[src/rtl/sfp_tx_arbiter.sv]
// rtl/sfp_tx_arbiter.sv - two-source frame arbiter onto the SFP TX stream
// Peer frames have priority; local telemetry is granted after STARVE_LIMIT consecutive peer frames.
module sfp_tx_arbiter #(
  parameter int STARVE_LIMIT    = 4,
  parameter int MAX_FRAME_WORDS = 16
) (
  input  logic        i_clk,
  input  logic        i_rst,
  input  logic        i_sfp_en,
  input  logic        i_err_clr,
  input  logic [63:0] s_peer_tdata,
  input  logic        s_peer_tvalid,
  input  logic        s_peer_tlast,
  output logic        s_peer_tready,
  input  logic [63:0] s_local_tdata,
  input  logic        s_local_tvalid,
  input  logic        s_local_tlast,
  output logic        s_local_tready,
  output logic [63:0] m_tx_sfp_tdata,
  output logic        m_tx_sfp_tvalid,
  output logic        m_tx_sfp_tlast,
  input  logic        m_tx_sfp_tready,
  output logic [15:0] o_peer_frame_cnt,
  output logic [15:0] o_local_frame_cnt,
  output logic        o_err_long,
  output logic [1:0]  o_state
);

  typedef enum logic [1:0] {
    ST_IDLE  = 2'd0,
    ST_PEER  = 2'd1,
    ST_LOCAL = 2'd2
  } state_t;

  localparam int            SW         = (STARVE_LIMIT < 1) ? 1 : $clog2(STARVE_LIMIT + 1);
  localparam logic [SW-1:0] STARVE_MAX = SW'(STARVE_LIMIT);
  localparam logic [4:0]    WORD_LAST  = 5'(MAX_FRAME_WORDS - 1);

  state_t        state_q, state_d;
  logic [SW-1:0] starve_q, starve_d;
  logic [4:0]    word_cnt_q, word_cnt_d;
  logic [63:0]   tdata_q, tdata_d;
  logic          tvalid_q, tvalid_d;
  logic          tlast_q, tlast_d;
  logic [15:0]   peer_cnt_q, peer_cnt_d;
  logic [15:0]   local_cnt_q, local_cnt_d;
  logic          err_q, err_d;

  logic        out_free;
  logic        peer_hs, local_hs, hs;
  logic [63:0] src_data;
  logic        src_last, at_limit, frame_end, trunc;

  assign out_free       = !tvalid_q || m_tx_sfp_tready;
  assign s_peer_tready  = (state_q == ST_PEER) && out_free;
  assign s_local_tready = (state_q == ST_LOCAL) && out_free;
  assign peer_hs        = s_peer_tvalid && s_peer_tready;
  assign local_hs       = s_local_tvalid && s_local_tready;
  assign hs             = peer_hs || local_hs;
  assign src_data       = peer_hs ? s_peer_tdata : s_local_tdata;
  assign src_last       = peer_hs ? s_peer_tlast : s_local_tlast;
  // word_cnt_q counts words already taken, so the limit word is the one seen at LAST
  assign at_limit       = (word_cnt_q == WORD_LAST);
  assign frame_end      = hs && (src_last || at_limit);
  assign trunc          = hs && at_limit && !src_last;

  always_comb begin
    state_d     = state_q;
    starve_d    = starve_q;
    word_cnt_d  = word_cnt_q;
    tdata_d     = tdata_q;
    tvalid_d    = tvalid_q;
    tlast_d     = tlast_q;
    peer_cnt_d  = peer_cnt_q;
    local_cnt_d = local_cnt_q;
    err_d       = err_q;

    case (state_q)
      ST_IDLE: begin
        word_cnt_d = '0;
        if (i_sfp_en) begin
          if (s_peer_tvalid && ((starve_q < STARVE_MAX) || !s_local_tvalid)) begin
            state_d = ST_PEER;
          end else if (s_local_tvalid) begin
            state_d = ST_LOCAL;
          end
        end
      end
      ST_PEER, ST_LOCAL: begin
        if (frame_end) begin
          state_d = ST_IDLE;
        end
      end
      default: state_d = ST_IDLE;
    endcase

    if (hs) begin
      word_cnt_d = word_cnt_q + 5'd1;
      tdata_d    = src_data;
      tvalid_d   = 1'b1;
      tlast_d    = src_last || at_limit;
    end else if (m_tx_sfp_tready) begin
      tvalid_d = 1'b0;
    end

    if (frame_end && peer_hs) begin
      peer_cnt_d = peer_cnt_q + 16'd1;
      if (!s_local_tvalid) begin
        starve_d = '0;
      end else if (starve_q != STARVE_MAX) begin
        starve_d = starve_q + 1'b1;
      end
    end
    if (frame_end && local_hs) begin
      local_cnt_d = local_cnt_q + 16'd1;
      starve_d    = '0;
    end

    if (i_err_clr) begin
      err_d = 1'b0;
    end
    if (trunc) begin
      err_d = 1'b1;
    end
  end

  always_ff @(posedge i_clk or posedge i_rst) begin
    if (i_rst) begin
      state_q     <= ST_IDLE;
      starve_q    <= '0;
      word_cnt_q  <= '0;
      tdata_q     <= '0;
      tvalid_q    <= 1'b0;
      tlast_q     <= 1'b0;
      peer_cnt_q  <= '0;
      local_cnt_q <= '0;
      err_q       <= 1'b0;
    end else begin
      state_q     <= state_d;
      starve_q    <= starve_d;
      word_cnt_q  <= word_cnt_d;
      tdata_q     <= tdata_d;
      tvalid_q    <= tvalid_d;
      tlast_q     <= tlast_d;
      peer_cnt_q  <= peer_cnt_d;
      local_cnt_q <= local_cnt_d;
      err_q       <= err_d;
    end
  end

  assign m_tx_sfp_tdata    = tdata_q;
  assign m_tx_sfp_tvalid   = tvalid_q;
  assign m_tx_sfp_tlast    = tlast_q;
  assign o_peer_frame_cnt  = peer_cnt_q;
  assign o_local_frame_cnt = local_cnt_q;
  assign o_err_long        = err_q;
  assign o_state           = state_q;

endmodule

[config.mk]
export PLATFORM = sky130hd
export DESIGN_NAME = sfp_tx_arbiter
export DESIGN_NICKNAME = d
export VERILOG_FILES = /design/src/rtl/sfp_tx_arbiter.sv
export SDC_FILE = /design/constraint.sdc
export NUM_CORES = 1
export LEC_CHECK = 0
export BUFFER_PORTS_ARGS = -buffer_cell sky130_fd_sc_hd__buf_2
export CORE_UTILIZATION = 50
export DETAILED_ROUTE_END_ITERATION = 16
export PLACE_DENSITY_LB_ADDON = 0.2
export SLEW_MARGIN = 20
export SYNTH_ARGS = -nofsm -noshare
export SYNTH_HDL_FRONTEND = slang
export SYNTH_SLANG_ARGS = --single-unit
[constraint.sdc]
create_clock -name i_clk -period 4.8 [get_ports i_clk]
set_input_delay 0 -clock i_clk [delete_from_list [all_inputs] [get_ports i_clk]]
set_output_delay 0 -clock i_clk [all_outputs]
set_load 0.05 [all_outputs]
**After elaboration in Yosys (flattened, before gate mapping)**

Index checks and enable logic that the tools add are counted.
Widths: inputs -> output; s select.

- Register bits after elaboration: 109
- Bits of input ports: 137

- Add/subtract/negate cells: 4
- $lt $le $gt $ge: 1
- Equal/unequal tests: 8
- Mux-type cells: 17
- Reductions and logical operators: 25

Operators by type and width:

| kind | number |
|---|---|
| $mux 64 | 1 |
| $add 16x1->16 const B | 2 |
| $mux 3 | 4 |
| $logic_and 1x1->1 | 10 |
| $mux 5 | 2 |
| $mux 2 | 4 |
| $reduce_bool 2->1 | 4 |
| $ne 3x3->1 const B | 2 |
| $add 5x1->5 const B | 1 |
| $eq 5x4->1 const B | 1 |
| $mux 1 | 5 |
| $logic_or 1x1->1 | 4 |
| $ne 2x2->1 const B | 2 |
| $pmux 2 s2 | 1 |
| $add 3x1->3 const B | 1 |
| $logic_not 1->1 | 3 |
| $lt 3x3->1 const B | 1 |
| $ne 3x1->1 const B | 1 |
| $reduce_and 3->1 | 1 |
| $eq 2x1->1 const B | 1 |
| $eq 2x2->1 const B | 1 |
| $logic_not 2->1 | 1 |
| $reduce_and 2->1 | 1 |
| $reduce_or 2->1 | 1 |

**Logic depth before layout (Yosys ltp)**

- Word-level depth: 10
- Gate-level depth with buffers: 9
- Gate-level depth less buffers: 8

**Worst setup path before layout**

No wires, ideal clock.

- Path type: reg-to-reg
- Start: register state_q[1] (netlist: o_state[1])
- End: register peer_cnt_q[12] (netlist: o_peer_frame_cnt[12])
- Setup time: 141 ps
- Arrival time: 1893 ps
- Data required time: 4659 ps
- Path slack: 2766 ps
- Stages on the path, launching flop included: 8
- Path buffers: 0
- Clock period less this slack: 2034 ps
- Cell sequence: dfrtp_1 inv_1 ha_1 nand2_4 nor3_4 and3_2 nand4_1 xnor2_1

- Longest elaborated chain between the ends: 7
- Elaborated cells between the ends (all ways): 11
- Classes of those cells: eq/ne (2); mux (1); reduce/logical (8)

RTL lines:

| item | RTL line | source |
|---|---|---|
| start, declared | 39 | `state_t state_q, state_d;` |
| start signal, assigned | 139 | `state_q <= state_d;` |
| $eq 2x1->1 | 55 | `assign s_peer_tready = (state_q == ST_PEER) && out_free;` |
| $logic_and 1x1->1 | 55 |  |
| $logic_and 1x1->1 | 57 | `assign peer_hs = s_peer_tvalid && s_peer_tready;` |
| $mux 1 | 61 | `assign src_last = peer_hs ? s_peer_tlast : s_local_tlast;` |
| $logic_or 1x1->1 | 64 | `assign frame_end = hs && (src_last \|\| at_limit);` |
| $logic_and 1x1->1 | 64 |  |
| $logic_and 1x1->1 (*) | 106 | `if (frame_end && peer_hs) begin` |
| end signal, assigned | 145 | `peer_cnt_q <= peer_cnt_d;` |
| end, declared | 45 | `logic [15:0] peer_cnt_q, peer_cnt_d;` |

Every way passes the cells marked *; elsewhere a longest branch is shown, timed or not.
A chain may end at the register's enable or synchronous reset.

**Final worst setup path**

- Start: register state_q[1] (netlist: o_state[1])
- End: register tdata_q[47] (netlist: m_tx_sfp_tdata[47])

- Longest elaborated chain between the ends: 4
- Elaborated cells between the ends (all ways): 8
- Classes of those cells: eq/ne (2); mux (1); reduce/logical (5)

RTL lines:

| item | RTL line | source |
|---|---|---|
| $eq 2x1->1 / $eq 2x2->1 (equally long branches) | 55, 56 |  |
| $logic_and 1x1->1, on equally long branches | 55, 56 |  |
| $logic_and 1x1->1, on equally long branches | 57, 58 |  |
| $mux 64 / $logic_or 1x1->1 (equally long branches) | 60, 59 |  |
| end signal, assigned | 142 | `tdata_q <= tdata_d;` |
| end, declared | 42 | `logic [63:0] tdata_q, tdata_d;` |

Parallel ways exist; a longest one is shown, timed or not.

==> impl_metrics.py <==
metrics = {
    "status": {
        "status": "complete, no violations",
    },
    "worst_setup_path": {
        "end_kind": "flip-flop",
        "critPathKind": "reg2reg",
        "r2r_slack_ps": 1900,
        "slowest_stage": "dlygate4sd3_1",
        "reg2regPathDepth": 7,
        "cp.arrival_ps": 3150,
        "path_cells": "inv_1, ha_1, nand3_4, buf_4, nor2_1, a31oi_1, dlygate4sd3_1",
        "cpPeakStageDelay_ps": 610,
        "crit_family": "buffers and inverters",
        "required_ps": 5060,
        "worstReg2RegStart": "o_state[1]",
        "crit_path_max_fanout": 78,
        "path_buf_inv": 3,
        "worstSetupStartpointType": "flip-flop",
        "rr_endpoint": "m_tx_sfp_tdata[47]",
    },
    "route": {
        "antenna_left": 0,
        "wl_um": 16000,
        "drt_pass1_iterations": 5,
        "drtIter0Drc": 251,
        "vias_per_cell": 5.28,
        "wire_per_inst_um": 15.2,
        "num_vias": 5551,
        "drcViolationCount": 0,
    },
    "grt": {
        "grt_pass1_wl_um": 24100,
        "grt_pass1_vias": 5169,
        "antenna_found_initial": 0,
        "track_usage_pct": 29.9,
        "grt_max_degree": 79,
        "grt-ovfl-total": 0,
    },
    "yosys": {
        "synth_area_per_cell_um2": 9.08,
        "ys_types": 38,
        "synthSimpleGateAreaFrac_pct": 23.9,
        "synthAdderAreaFrac_pct": 2.22,
        "muxShareOfSynthArea_pct": 1.26,
        "ys_ff_latch": 109,
        "synth_top_family_by_area": "simple AND/OR/NAND/NOR gates",
        "synth-compound-area-share_pct": 10.2,
        "syn_nets": 704,
        "syn_inst": 558,
        "ys_seq_area_share_pct": 53.8,
        "yosys_warnings": 0,
        "synth_xor_area_share_pct": 5.36,
        "syn_area_um2": 5070,
    },
    "timing": {
        "finalCritPeriodShare_pct": 60.4,
        "fmax_mhz": 345,
        "slew_violations": 0,
        "worst_slew_pin_slew_ps": 773,
        "clock-skew-final_ps": 10.5,
        "tns_ps": 0,
        "hold_viol_final": 0,
        "finalSetupViolCount": 0,
        "period_needed_ps": 2900,
        "slew_headroom_pct": 48.5,
        "rsz0062_at_grt": "false",
    },
    "clocking": {
        "post-cts-setup-buffer-count": 0,
        "h-tree-depth": 3,
        "hold_buffers": 132,
        "cts_buffers": 9,
        "cts_resized": 0,
        "clock_sinks": 109,
        "clk_pin_slew_ps": 100,
        "tritoncts": "done",
        "clockRootBuffer": "clkbuf_8",
        "clk_latency_ps": 360,
        "clk_path_buf_depth": 2,
    },
    "power": {
        "ir_drop_uv": 444,
        "p_leak_nw": 4.05,
        "p_per_area_nw_per_um2": 647,
        "finalPower_mw": 5.12,
    },
    "floorplan": {
        "io_pins": 240,
        "start_util_pct": 51.6,
        "die_h_um": 103,
        "fp.coreArea_um2": 9820,
        "die_w_um": 103,
        "rows": 36,
        "die_area_um2": 10500,
    },
    "layout": {
        "syn_to_final_growth_pct": 56.1,
        "drive_gt1_share_pct": 29.9,
        "antenna_cells": 0,
        "final_nets": 1061,
    },
    "placed_design": {
        "place_congestion": 0.856,
        "hpwl_um": 9520,
        "io_buffers": 239,
    },
    "min_path": {
        "worstHoldPathCells": 4,
        "hold_class": "in2reg",
        "hold_end": "o_err_long",
        "min_from": "s_local_tlast",
    },
    "run": {
        "max-cap-violations": 0,
    },
}
worst max path at each step:
stage,from,end,slack (ps),depth (start not counted)
3_3_place_gp,o_state[0],o_local_frame_cnt[1],2540,7
5_1_grt,o_state[1],m_tx_sfp_tdata[54],1720,7
6_report,o_state[1],m_tx_sfp_tdata[47],1900,7
4_1_cts,o_state[1],m_tx_sfp_tdata[43],1990,7
2_1_floorplan,i_rst,m_tx_sfp_tdata[0],1930,1
3_5_place_dp,word_cnt_q[0],o_local_frame_cnt[15],2410,8
metrics by stage:
stage          utilization (%)  area, µm²  hold slack, ps  instances  setup slack [ps]
2_1_floorplan                -       5070             108        558              1930
3_3_place_gp              64.8       6370             190        905              2540
3_5_place_dp              64.8       6370             198        905              2410
4_1_cts                   80.6       7910            32.5       1052              1990
5_1_grt                   80.6       7910            41.4       1052              1720
6_report                  80.6       7910            49.3       1052              1900
synthesized netlist by cell type, drive strengths merged:
library cell  instances  share of area, %
nand2b                1              0.12
nand4                12               1.8
nand3                14               1.4
o21bai                2              0.30
a31oi                64               7.9
and4                  2              0.35
mux2                  3              0.67
xnor2                13               2.2
mux2i                 3              0.59
ha                    9               2.2
o21ai                 8              0.86
nor3b                 2              0.49
dfrtp               109                54
nor2                 79               5.9
nor2b                 1              0.17
or3                   1              0.12
nand2               148                11
nor4                  1              0.12
a21o                  2              0.32
a211oi                1              0.15
nand3b                2              0.30
and2                  2              0.25
and3                  4              0.54
inv                  12              0.89
xor2                 18               3.1
buf                  14               1.3
a21boi                1              0.15
nor3                 10               1.3
clkbuf               15               1.1
a21oi                 5              0.49
logic make-up after synthesis:
| logic type | after synthesis |
|---|---|
| xor gates and xnor gates | 31 |
| buffers and inverters | 41 |
| AOI/OAI and AO/OA | 83 |
| DFF | 109 |
| and+or+nand+nor | 279 |
| muxes | 6 |
| adders and majority gates | 9 |
cell usage in the layout, fill, tap and decap left out, types with 12 or more instances in the layout:
cell,synthesis,routed
a31oi_1,64,64
buf_2,9,239
dfrtp_1,109,109
dlygate4sd3_1,0,132
nand2_1,147,147
nand3_1,14,12
nor2_1,79,78
xnor2_1,13,13
xor2_1,18,18
where the power goes:
part	switching [mW]	internal, mW	leakage (nW)
combinational	1.92	1.08	2.59
sequential	0.235	1.26	1.35
clock	0.297	0.321	0.113
state kept, by name (all words and copies together), names as in the netlist:
name and count:
m_tx_sfp_tdata 64, o_local_frame_cnt 16, o_peer_frame_cnt 16, word_cnt_q 5, starve_q 3, o_state 2
m_tx_sfp_tlast 1, m_tx_sfp_tvalid 1, o_err_long 1
metal layers:
layer	part of all wire, %	GRT usage [%]	vias up	wire [µm]
met2	50	51.3	275	8090
met5	0	0	-	0
met4	4.0	16.5	0	649
li1	-	-	2589	-
met3	5.9	5.69	61	946
met1	40	35.5	2626	6350
final cells by class:
type / count / area (µm²)
sequential: 109 / 2730
timing repair buffer: 375 / 2550
multi-input combinational: 408 / 2200
fill: 608 / 1910
tap: 133 / 166
clock buffer: 12 / 155
clock inverter: 3 / 68.8
inverter: 12 / 47.5
worst min-delay path: cells and delay by family:
family / cells / cell delay (ps)
mux: 1 / 80
compound gates: 1 / 90
buf+inv: 1 / 100
simple gates: 1 / 110
Power figures use the tool's default switching activity.
